File: src/rtl/serial_subtractor.sv
// serial_subtractor
//   Bit-serial WIDTH-bit subtractor, diff = a - b, one bit per clock, LSB
//   first, built around a single full-subtractor cell with a registered
//   borrow. Operands arrive over a valid/ready handshake; the result leaves
//   over another valid/ready handshake.
//
//   Optional feature macro: SERSUB_OVF_EN adds the ovf output (signed
//   overflow of the two's-complement subtraction).
//
// Ports
//   clk        rising-edge clock
//   rst_n      asynchronous active-low reset
//   in_valid   operands a/b valid
//   in_ready   block idle, can accept operands
//   a, b       minuend / subtrahend (WIDTH bits)
//   out_valid  diff/bout (and ovf) hold a finished result
//   out_ready  sink accepts the result
//   diff       a - b mod 2^WIDTH
//   bout       final borrow, 1 iff a < b unsigned
//   ovf        signed overflow (SERSUB_OVF_EN only)

module serial_subtractor #(
  parameter int WIDTH = 8
) (
  input  logic             clk,
  input  logic             rst_n,
  input  logic             in_valid,
  output logic             in_ready,
  input  logic [WIDTH-1:0] a,
  input  logic [WIDTH-1:0] b,
  output logic             out_valid,
  input  logic             out_ready,
  output logic [WIDTH-1:0] diff,
  output logic             bout
`ifdef SERSUB_OVF_EN
  ,
  output logic             ovf
`endif
);

  localparam int CW = (WIDTH > 1) ? $clog2(WIDTH) : 1;
  localparam logic [CW-1:0] CNT_LAST = CW'(WIDTH - 1);

  typedef enum logic [1:0] {
    IDLE  = 2'd0,
    SHIFT = 2'd1,
    DONE  = 2'd2
  } state_t;

  state_t           state;
  logic [WIDTH-1:0] a_sr;
  logic [WIDTH-1:0] b_sr;
  logic [WIDTH-1:0] diff_sr;
  logic             borrow;
  logic [CW-1:0]    cnt;

  // Full-subtractor cell on the current LSBs and the registered borrow.
  logic d_bit;
  logic b_cell;

`ifdef SERSUB_OVF_EN
  logic a_msb;
  logic b_msb;
`endif

  always_comb begin
    d_bit  = a_sr[0] ^ b_sr[0] ^ borrow;
    b_cell = (~a_sr[0] & b_sr[0]) | (~(a_sr[0] ^ b_sr[0]) & borrow);
  end

  always_ff @(posedge clk or negedge rst_n) begin
    if (!rst_n) begin
      state   <= IDLE;
      a_sr    <= '0;
      b_sr    <= '0;
      diff_sr <= '0;
      borrow  <= 1'b0;
      cnt     <= '0;
      bout    <= 1'b0;
`ifdef SERSUB_OVF_EN
      a_msb   <= 1'b0;
      b_msb   <= 1'b0;
      ovf     <= 1'b0;
`endif
    end else begin
      case (state)
        IDLE: begin
          if (in_valid) begin
            a_sr   <= a;
            b_sr   <= b;
            borrow <= 1'b0;
            cnt    <= '0;
            state  <= SHIFT;
`ifdef SERSUB_OVF_EN
            a_msb  <= a[WIDTH-1];
            b_msb  <= b[WIDTH-1];
`endif
          end
        end
        SHIFT: begin
          diff_sr <= {d_bit, diff_sr[WIDTH-1:1]};
          a_sr    <= {1'b0, a_sr[WIDTH-1:1]};
          b_sr    <= {1'b0, b_sr[WIDTH-1:1]};
          borrow  <= b_cell;
          if (cnt == CNT_LAST) begin
            // Last bit: d_bit is the result MSB, b_cell the final borrow.
            state <= DONE;
            bout  <= b_cell;
`ifdef SERSUB_OVF_EN
            ovf   <= (a_msb ^ b_msb) & (d_bit ^ a_msb);
`endif
          end else begin
            cnt <= cnt + 1'b1;
          end
        end
        DONE: begin
          if (out_ready) state <= IDLE;
        end
        default: state <= IDLE;
      endcase
    end
  end

  assign in_ready  = (state == IDLE);
  assign out_valid = (state == DONE);
  assign diff      = diff_sr;

endmodule
File: config.mk
export PLATFORM = sky130hd
export DESIGN_NAME = serial_subtractor
export DESIGN_NICKNAME = d
export VERILOG_FILES = /design/src/rtl/serial_subtractor.sv
export SDC_FILE = /design/constraint.sdc
export NUM_CORES = 1
export LEC_CHECK = 0
export ABC_AREA = 0
export CAP_MARGIN = 20
export CORE_ASPECT_RATIO = 0.7
export CORE_UTILIZATION = 55
export CTS_CLUSTER_SIZE = 10
export DETAILED_ROUTE_END_ITERATION = 7
export DONT_BUFFER_PORTS = 1
export PLACE_DENSITY = 0.7
export SLEW_MARGIN = 20
export SYNTH_ARGS = -nofsm -noshare
export SYNTH_HDL_FRONTEND = slang
export SYNTH_SLANG_ARGS = --single-unit
export TNS_END_PERCENT = 30
File: constraint.sdc
create_clock -name clk -period 3.55 [get_ports clk]
set_input_delay 0.355 -clock clk [delete_from_list [all_inputs] [get_ports clk]]
set_output_delay 0.355 -clock clk [all_outputs]
set_load 0.05 [all_outputs]
==> After elaboration in Yosys (flattened, before gate mapping) <==
Cells that the tools add are included.
{ "op_classes": {"add_sub_neg": 1, "eq_ne": 7, "muxes": 13, "bitwise": 7, "n_reduce_logical": 6} }
{ "ops": {"columns": ["cell", "count"], "rows": [
  ["$pmux W8 S2", 2],
  ["$mux W8", 2],
  ["$mux W2", 3],
  ["$mux W3", 2],
  ["$ne A2 B2 Y1 const B", 3],
  ["$pmux W2 S3", 1],
  ["$pmux W3 S2", 1],
  ["$reduce_and A3 Y1", 2],
  ["$reduce_and A2 Y1", 2],
  ["$add A3 B1 Y3 const B", 1],
  ["$eq A3 B3 Y1 const B", 1],
  ["$and A1 B1 Y1", 2],
  ["$eq A2 B1 Y1 const B", 1],
  ["$eq A2 B2 Y1 const B", 1],
  ["$logic_not A2 Y1", 1],
  ["$ne A2 B1 Y1 const B", 1],
  ["$not A1 Y1", 2],
  ["$pmux W1 S2", 1],
  ["$reduce_bool A2 Y1", 1],
  ["$xor A1 B1 Y1", 2],
  ["$mux W1", 1],
  ["$or A1 B1 Y1", 1]
]} }
{ "word_totals": {"ff_bits": 31, "input_bits": 20, "out_inout_bits": 11} }

==> Logic depth before layout (Yosys ltp) <==
Gate-level depths: netlist of the first run.
{ "logic_depth": {"word_depth": 5, "mapped_depth": 5, "depth_no_buf": 4} }

==> Worst setup path before layout of the first run <==
No wires, ideal clock.
{ "synth_timing": {"kind": "flip-flop to output port", "startpoint": "register state[0]", "endpoint": "output port in_ready", "t_arrival_ps": 1318, "path_slack_ps": 1877, "stages_incl_launch_ff": 4, "n_path_buf": 2, "path_cell_list": "dfrtp_1 buf_6 buf_6 nor2_1"} }
{ "synth_via": {"elab_chain_cells": 1} }
{ "synth_rtl": {"columns": ["element", "line_no", "source"], "rows": [
  ["start, declared", "50", "state_t state;"],
  ["start signal, assigned", "73", "state <= IDLE;"],
  ["start signal, assigned", "93", "state <= SHIFT;"],
  ["start signal, assigned", "107", "state <= DONE;"],
  ["$logic_not A2 Y1", "124", "assign in_ready = (state == IDLE);"],
  ["end, declared", "28", "output logic in_ready,"]
]} }
Every way passes these cells.

==> Final worst setup path of the first run <==
Same ends and word-level chain as after synthesis.

==> results of run 1 <==
## report_power, final
part / internal [mW] / total (mW) / switching, mW
Sequential: 0.518 / 0.873 / 0.355
Clock: 0.177 / 0.299 / 0.122
Combinational: 0.266 / 0.496 / 0.230
## cell usage in the layout, fill, tap and decap left out
master and instances:
sky130_fd_sc_hd__mux2_2 8, sky130_fd_sc_hd__a211oi_1 10, sky130_fd_sc_hd__dfrtp_1 31, sky130_fd_sc_hd__mux2i_1 1
sky130_fd_sc_hd__nand3_1 2, sky130_fd_sc_hd__clkbuf_1 1, sky130_fd_sc_hd__nor4b_1 11, sky130_fd_sc_hd__nand2b_1 5
sky130_fd_sc_hd__ha_1 2, sky130_fd_sc_hd__fa_1 1, sky130_fd_sc_hd__and3_1 1, sky130_fd_sc_hd__or4b_1 4
sky130_fd_sc_hd__o221a_2 4, sky130_fd_sc_hd__nand3b_1 1, sky130_fd_sc_hd__a32o_1 2, sky130_fd_sc_hd__clkbuf_8 7
sky130_fd_sc_hd__o21ai_0 1, sky130_fd_sc_hd__o21bai_1 1, sky130_fd_sc_hd__a21oi_1 1, sky130_fd_sc_hd__o221ai_1 2
sky130_fd_sc_hd__nand2b_4 1, sky130_fd_sc_hd__a211o_1 1, sky130_fd_sc_hd__dlygate4sd3_1 1, sky130_fd_sc_hd__nor2_1 1
sky130_fd_sc_hd__buf_12 1, sky130_fd_sc_hd__nor3b_1 10, sky130_fd_sc_hd__o22ai_1 1, sky130_fd_sc_hd__o21ba_2 1
sky130_fd_sc_hd__inv_1 16
## metal layers
metal | wire length, µm | vias up | GRT usage
met3 | 164 | 6 | 0.0792
li1 | - | 471 | -
met4 | 48 | 0 | 0.104
met1 | 1340 | 491 | 0.281
met5 | 0 | - | 0
met2 | 1310 | 26 | 0.332
## through the flow
stage / utilization / setup WS, ns
detailed placement: 0.591 / 1.53
global placement: 0.591 / 1.57
CTS: 0.642 / 1.27
finish: 0.642 / 1.25
floorplan: - / 1.88
global route: 0.642 / 1.11
## flip-flops by register name, summed over array words and instances (netlist names)
register	flops
diff	8
b_sr	8
state	2
a_sr	8
bout	1
borrow	1
cnt	3
## worst paths after layout
kind                                 from       end  slack [ns]  depth (start not counted)
worst max-delay path             state[0]  in_ready        1.25                          1
worst min-delay path            out_ready  state[1]        0.19                          1
worst max register to register   state[0]    cnt[0]        1.50                          2
worst min register to register    a_sr[7]   a_sr[7]        0.50                          1
max in group asynchronous           rst_n      bout        2.81                          2
min in group asynchronous           rst_n   b_sr[6]        0.56                          2
## cells by family (layout without fill, tap and decap cells)
family | count (synthesis) | after routing | synth area share
AOI/OAI and AO/OA | 24 | 24 | 0.130
adders and majority gates | 3 | 3 | 0.0291
buffers and inverters | 26 | 26 | 0.0907
DFF | 31 | 31 | 0.502
muxes | 9 | 9 | 0.0648
and+or+nand+nor | 36 | 36 | 0.184
## Yosys cell counts, types with 2 or more instances
library cell               number  area [µm²]
sky130_fd_sc_hd__clkbuf_1       2        7.51
sky130_fd_sc_hd__o221a_2        4        45.0
sky130_fd_sc_hd__ha_1           2        25.0
sky130_fd_sc_hd__or4b_1         4        40.0
sky130_fd_sc_hd__nor4b_1       11        96.3
sky130_fd_sc_hd__buf_6          4        45.0
sky130_fd_sc_hd__mux2_2         8        90.1
sky130_fd_sc_hd__inv_1         16        60.1
sky130_fd_sc_hd__buf_4          3        22.5
sky130_fd_sc_hd__nor3b_1       10        75.1
sky130_fd_sc_hd__nand3_1        2        10.0
sky130_fd_sc_hd__dfrtp_1       31         776
sky130_fd_sc_hd__nand2b_1       5        31.3
sky130_fd_sc_hd__o221ai_1       2        17.5
sky130_fd_sc_hd__a32o_1         2        20.0
sky130_fd_sc_hd__a211oi_1      10        75.1
## what timing repair did
item / CTS / global route
hold endpoints to repair: 31 / 0
hold buffers: 2 / 0
setup endpoints to repair: 0 / 0
## cell type report
type | count | area share
timing repair buffer | 2 | 0.0183
clock buffer | 8 | 0.0611
multi-input combinational | 72 | 0.384
inverter | 16 | 0.0367
tap | 34 | 0.0260
sequential | 31 | 0.474
==> parameters.txt, run 1 <==
Parameter                              Value

Route
  Per-cell routed wire length ... 17.5 µm
  Routed via count divided by cell count ... 6.10
  Number of DRC violations after detailed-routing iteration 0 ... 119
  Final wirelength ... 2860 µm
  Routed Antenna Nets ... 0
  Post-detailed-route DRC marker count ... 0
  Routed vias ... 994
  First drt pass iteration count ... 4

Setup path
  Worst Path Required ... around 3.2 ns
  Arrival time at the worst endpoint ... 1.94 ns
  Bufs and invs on worst path ... 0
  Top cell family by delay on the critical path ... simple AND/OR/NAND/NOR gates
  Critical path start-end classification ... register to output port
  Slowest cell on crit path ... sky130_fd_sc_hd__nor2_1
  Largest stage delay on the critical path ... 0.92 ns
  Critical path, cell by cell ... nor2_1
  Category of the worst setup path capture point ... output port
  Critical path fanouts, max ... 36
  Kind of start point of the critical path ... register

STA
  Final number of max-transition violations ... 0
  Post-route fraction of the period consumed by the critical path ... 0.647
  Final min period ... ~2.3 ns
  Unrepaired setup endpoints after global routing ... false
  Worst-case clock skew ... 0.00463 ns
  Final count of hold timing violations ... 0
  Worst relative slew slack ... 0.340
  Worst hold slack after final layout ... between 0.15 and 0.2 ns
  Slew at the pin closest to its max-slew limit ... 0.990 ns
  Maximum clock rate ... 435 MHz
  Number of setup violations in the final report ... 0
  Setup total negative slack ... 0 ns

Placement
  Routability congestion estimate ... 0.728
  Cell count after placement ... 153
  Placement Cell Area ... 1510 µm²
  HPWL after detailed placement ... 1850 µm
  Input/output buffers ... 0

Final layout
  Number of diodes ... 0
  Register Area ... 776 µm²
  Final Net Count ... 151
  Number of standard cells in the final layout excluding fillers ... roughly 160
  Area of the multi-input gates ... 629 µm²
  Non-Filler Cell Area, Final ... 1640 µm²
  Layout overhead on the synthesized area ... 5.99%
  Layout fillers ... 204
  Share of cells above drive strength 1 ... 0.171

Synthesis
  Synthesized Nets ... 152
  Post-synth cell types ... 29
  Most used flip-flop cell after synthesis ... sky130_fd_sc_hd__dfrtp_1
  Proportion of register bits with asynchronous set or reset after synthesis ... 1.00
  Cell area after synthesis ... 1550 µm²
  Number of flops mapped to enable cells by yosys ... 0
  Synth Instances ... 129
  Average cell area after synthesis ... 12.0 µm²
  Post-synthesis sequential area ratio ... 0.502
  #FFs+latches synth ... 31
  Warnings, synthesis ... 0

CTS
  TritonCTS clock tree ... yes
  Maximum clock path buffer count ... 2
  # resized after CTS ... 0
  TritonCTS buffer count ... 5
  Clock network latency to the later pin of the worst-skew pair ... 0.28 ns
  Root buffer cell ... sky130_fd_sc_hd__clkbuf_8
  TritonCTS Sinks ... 31
  Post-CTS Repair Setup Buffers ... 0
  Max H-tree Level ... 2
  Clock-pin slew on the worst setup and hold paths ... 0.06 ns

Power and ir drop
  Sum of internal, switching and leakage power ... 1.67 mW
  Static leakage ... ~0.71 nW
  Power per Cell Area ... 1020 nW/µm²
  Maximum VDD drop ... 623 µV

Hold path
  Classification of the worst-slack hold path ... input port to register

Die
  Site row count ... 15
  Die Y-Extent ... 46.3 µm
  Die W ... 65.4 µm
  Initial Util ... 0.605
  Floorplan die area ... 3030 µm²
  Core Box Area ... 2550 µm²
  Number of placed I/O pins ... 31

Flow run
  Max capacitance violation total ... 0

Global route
  Vias in the first global route ... a little under 1,000
  First-pass GRT wire length ... 4640 µm
  Residual overflow from global routing ... 0
  Total Routing Usage GR ... 0.219
  Pin count of the biggest net entering global routing ... 37
  Number of antenna violations at the first check in global routing ... 0

Run status
  Status ... finished, final reports clean
No activity file was read; power rests on OpenSTA's default activity.
==> run 2: changes to the inputs <==
Settings changed: PLACE_DENSITY 0.7 to 0.73.
Clock period 3.55 ns to 2.08 ns, I/O delays scaled along.
==> parameters.txt, run 2 (synthesis results as in run 1) <==
Parameter                              Value

Global route
  Number of antenna violations at the first check in global routing ... 0
  Residual overflow from global routing ... 0
  First-pass GRT wire length ... 4500 µm
  Vias in the first global route ... 921
  Pin count of the biggest net entering global routing ... 36
  Total Routing Usage GR ... 0.215

Final layout
  Layout fillers ... 224
  Most frequent cells in the layout ... 31 x sky130_fd_sc_hd__dfrtp_1, 16 x sky130_fd_sc_hd__inv_1, 11 x sky130_fd_sc_hd__nor4b_1, 10 x sky130_fd_sc_hd__nor3b_1, 10 x sky130_fd_sc_hd__a211oi_1
  Layout overhead on the synthesized area ... 7.45%
  Most common cell after layout, fill and taps aside ... sky130_fd_sc_hd__dfrtp_1
  Area of the multi-input gates ... 629 µm²
  Register Area ... 776 µm²
  Number of standard cells in the final layout excluding fillers ... 166
  Final Net Count ... 154
  Share of cells above drive strength 1 ... 0.189
  Number of diodes ... 0

Setup path
  Arrival time at the worst endpoint ... 1.59 ns
  Setup slack of the worst register-to-register path ... about 0.41 ns
  Worst Path Required ... between 1.5 and 2 ns
  Critical path start-end classification ... register to output port
  Largest stage delay on the critical path ... 0.79 ns
  Category of the worst setup path capture point ... output port
  Slowest cell on crit path ... sky130_fd_sc_hd__dfrtp_1
  Critical path fanouts, max ... 25
  Kind of start point of the critical path ... register
  Critical path, cell by cell ... nand2b_1 > inv_1

CTS
  Clock network latency to the later pin of the worst-skew pair ... 0.29 ns
  Max H-tree Level ... 2
  TritonCTS Sinks ... 31
  Root buffer cell ... sky130_fd_sc_hd__clkbuf_8
  TritonCTS clock tree ... yes
  # resized after CTS ... 0
  Hold buffer count at cts ... 2
  Clock-pin slew on the worst setup and hold paths ... 0.06 ns
  Maximum clock path buffer count ... 2
  Post-CTS Repair Setup Buffers ... 0
  TritonCTS buffer count ... 5

Placement
  HPWL after detailed placement ... 1890 µm
  Routability congestion estimate ... just under 0.7
  Input/output buffers ... 0
  Cell count after placement ... 156
  Post-placement worst setup slack ... 0.428 ns

STA
  Maximum clock rate ... 557 MHz
  Worst-case setup margin in the final layout ... 0.285 ns
  Post-route fraction of the period consumed by the critical path ... 0.863
  Worst hold slack after final layout ... 0.0258 ns
  Number of setup violations in the final report ... 0
  Final min period ... about 1.8 ns
  Worst relative slew slack ... 0.372
  Slew at the pin closest to its max-slew limit ... around 0.94 ns
  Final count of hold timing violations ... 0
  Setup total negative slack ... 0 ns
  Worst-case clock skew ... 0.00255 ns
  Final number of max-transition violations ... 0
  Unrepaired setup endpoints after global routing ... false

Route
  Routed vias ... 991
  Per-cell routed wire length ... 16.9 µm
  Final wirelength ... 2810 µm
  Post-detailed-route DRC marker count ... 0
  Routed Antenna Nets ... 0
  First drt pass iteration count ... 4
  Number of DRC violations after detailed-routing iteration 0 ... 50
  Routed via count divided by cell count ... 5.97

Die
  Die Y-Extent ... 46.3 µm
  Initial Util ... 0.605
  Number of placed I/O pins ... 31
  Site row count ... 15
  Die W ... approximately 65 µm
  Core Box Area ... 2550 µm²
  Floorplan die area ... about 3000 µm²

Power and ir drop
  Maximum VDD drop ... 1010 µV
  Sum of internal, switching and leakage power ... 2.87 mW
  Net switching power figure ... ~1.2 mW
  Fraction of power spent switching nets ... 0.420
  Cell-internal power ... roughly 1.7 mW
  Sequential Power Share ... 0.489
  Static leakage ... slightly above 0.7 nW
  Part of the power in combinational logic ... 0.330
  Power per Cell Area ... around 1700 nW/µm²
  Power share of the clock group ... 0.181

Hold path
  Classification of the worst-slack hold path ... input port to register

Flow run
  Max capacitance violation total ... 0

Run status
  Status ... finished, final reports clean
==> run 2: changes by cell type in the layout (fill, tap and decap cells not counted), sizes merged <==
cell,change
buf,+3
==> run 2: per-stage QoR <==
| step | cell area [µm²] | utilization |
|---|---|---|
| 3_5_place_dp | 1530 | 0.600 |
| 4_1_cts | 1660 | 0.650 |
| 6_report | 1660 | 0.650 |
| 3_3_place_gp | 1530 | 0.600 |
| 2_1_floorplan | 1550 | - |
| 5_1_grt | 1660 | 0.650 |
==> run 2: per-layer routing <==
layer,global-route usage,part of all wire,wire length (µm),up-vias
li1,-,-,-,478
met4,0.0652,0.020,56,0
met1,0.272,0.48,1360,488
met2,0.315,0.45,1260,20
met3,0.119,0.047,132,5
met5,0,0,0,-
==> run 2: final cells by class <==
| cell class | count | share of cell area |
|---|---|---|
| clock buffers | 8 | 0.0603 |
| repair buffers | 5 | 0.0317 |
| multi-input cells | 72 | 0.379 |
| flip-flops and latches | 31 | 0.467 |
| well taps | 34 | 0.0256 |
| inverters | 16 | 0.0362 |
==> run 2: critical path, delay by kind of cell, from the launching register on <==
kind | cells | cell delay [ns]
buf+inv | 1 | 0.36
flops | 1 | 0.79
simple gates | 1 | 0.16
==> run 2: path summary, 6_finish.rpt <==
path	from	depth (start not counted)	end
max in group asynchronous	rst_n	2	bout
setup reg to reg	state[1]	2	b_sr[1]
setup / recovery	state[1]	2	out_valid
min in group asynchronous	rst_n	2	b_sr[0]
hold / removal	out_ready	1	state[1]
hold reg to reg	b_sr[7]	1	b_sr[7]
==> run 2: power by group through the flow <==
stage / clock, mW / sequential, mW / combinational, mW
6_report: 0.520 / 1.40 / 0.948
5_1_grt: 0.554 / 1.44 / 1.06
4_1_cts: 0.530 / 1.41 / 0.958
3_5_place_dp: 0 / 1.42 / 0.932
3_3_place_gp: 0 / 1.40 / 0.892
2_1_floorplan: 0 / 1.35 / 0.867
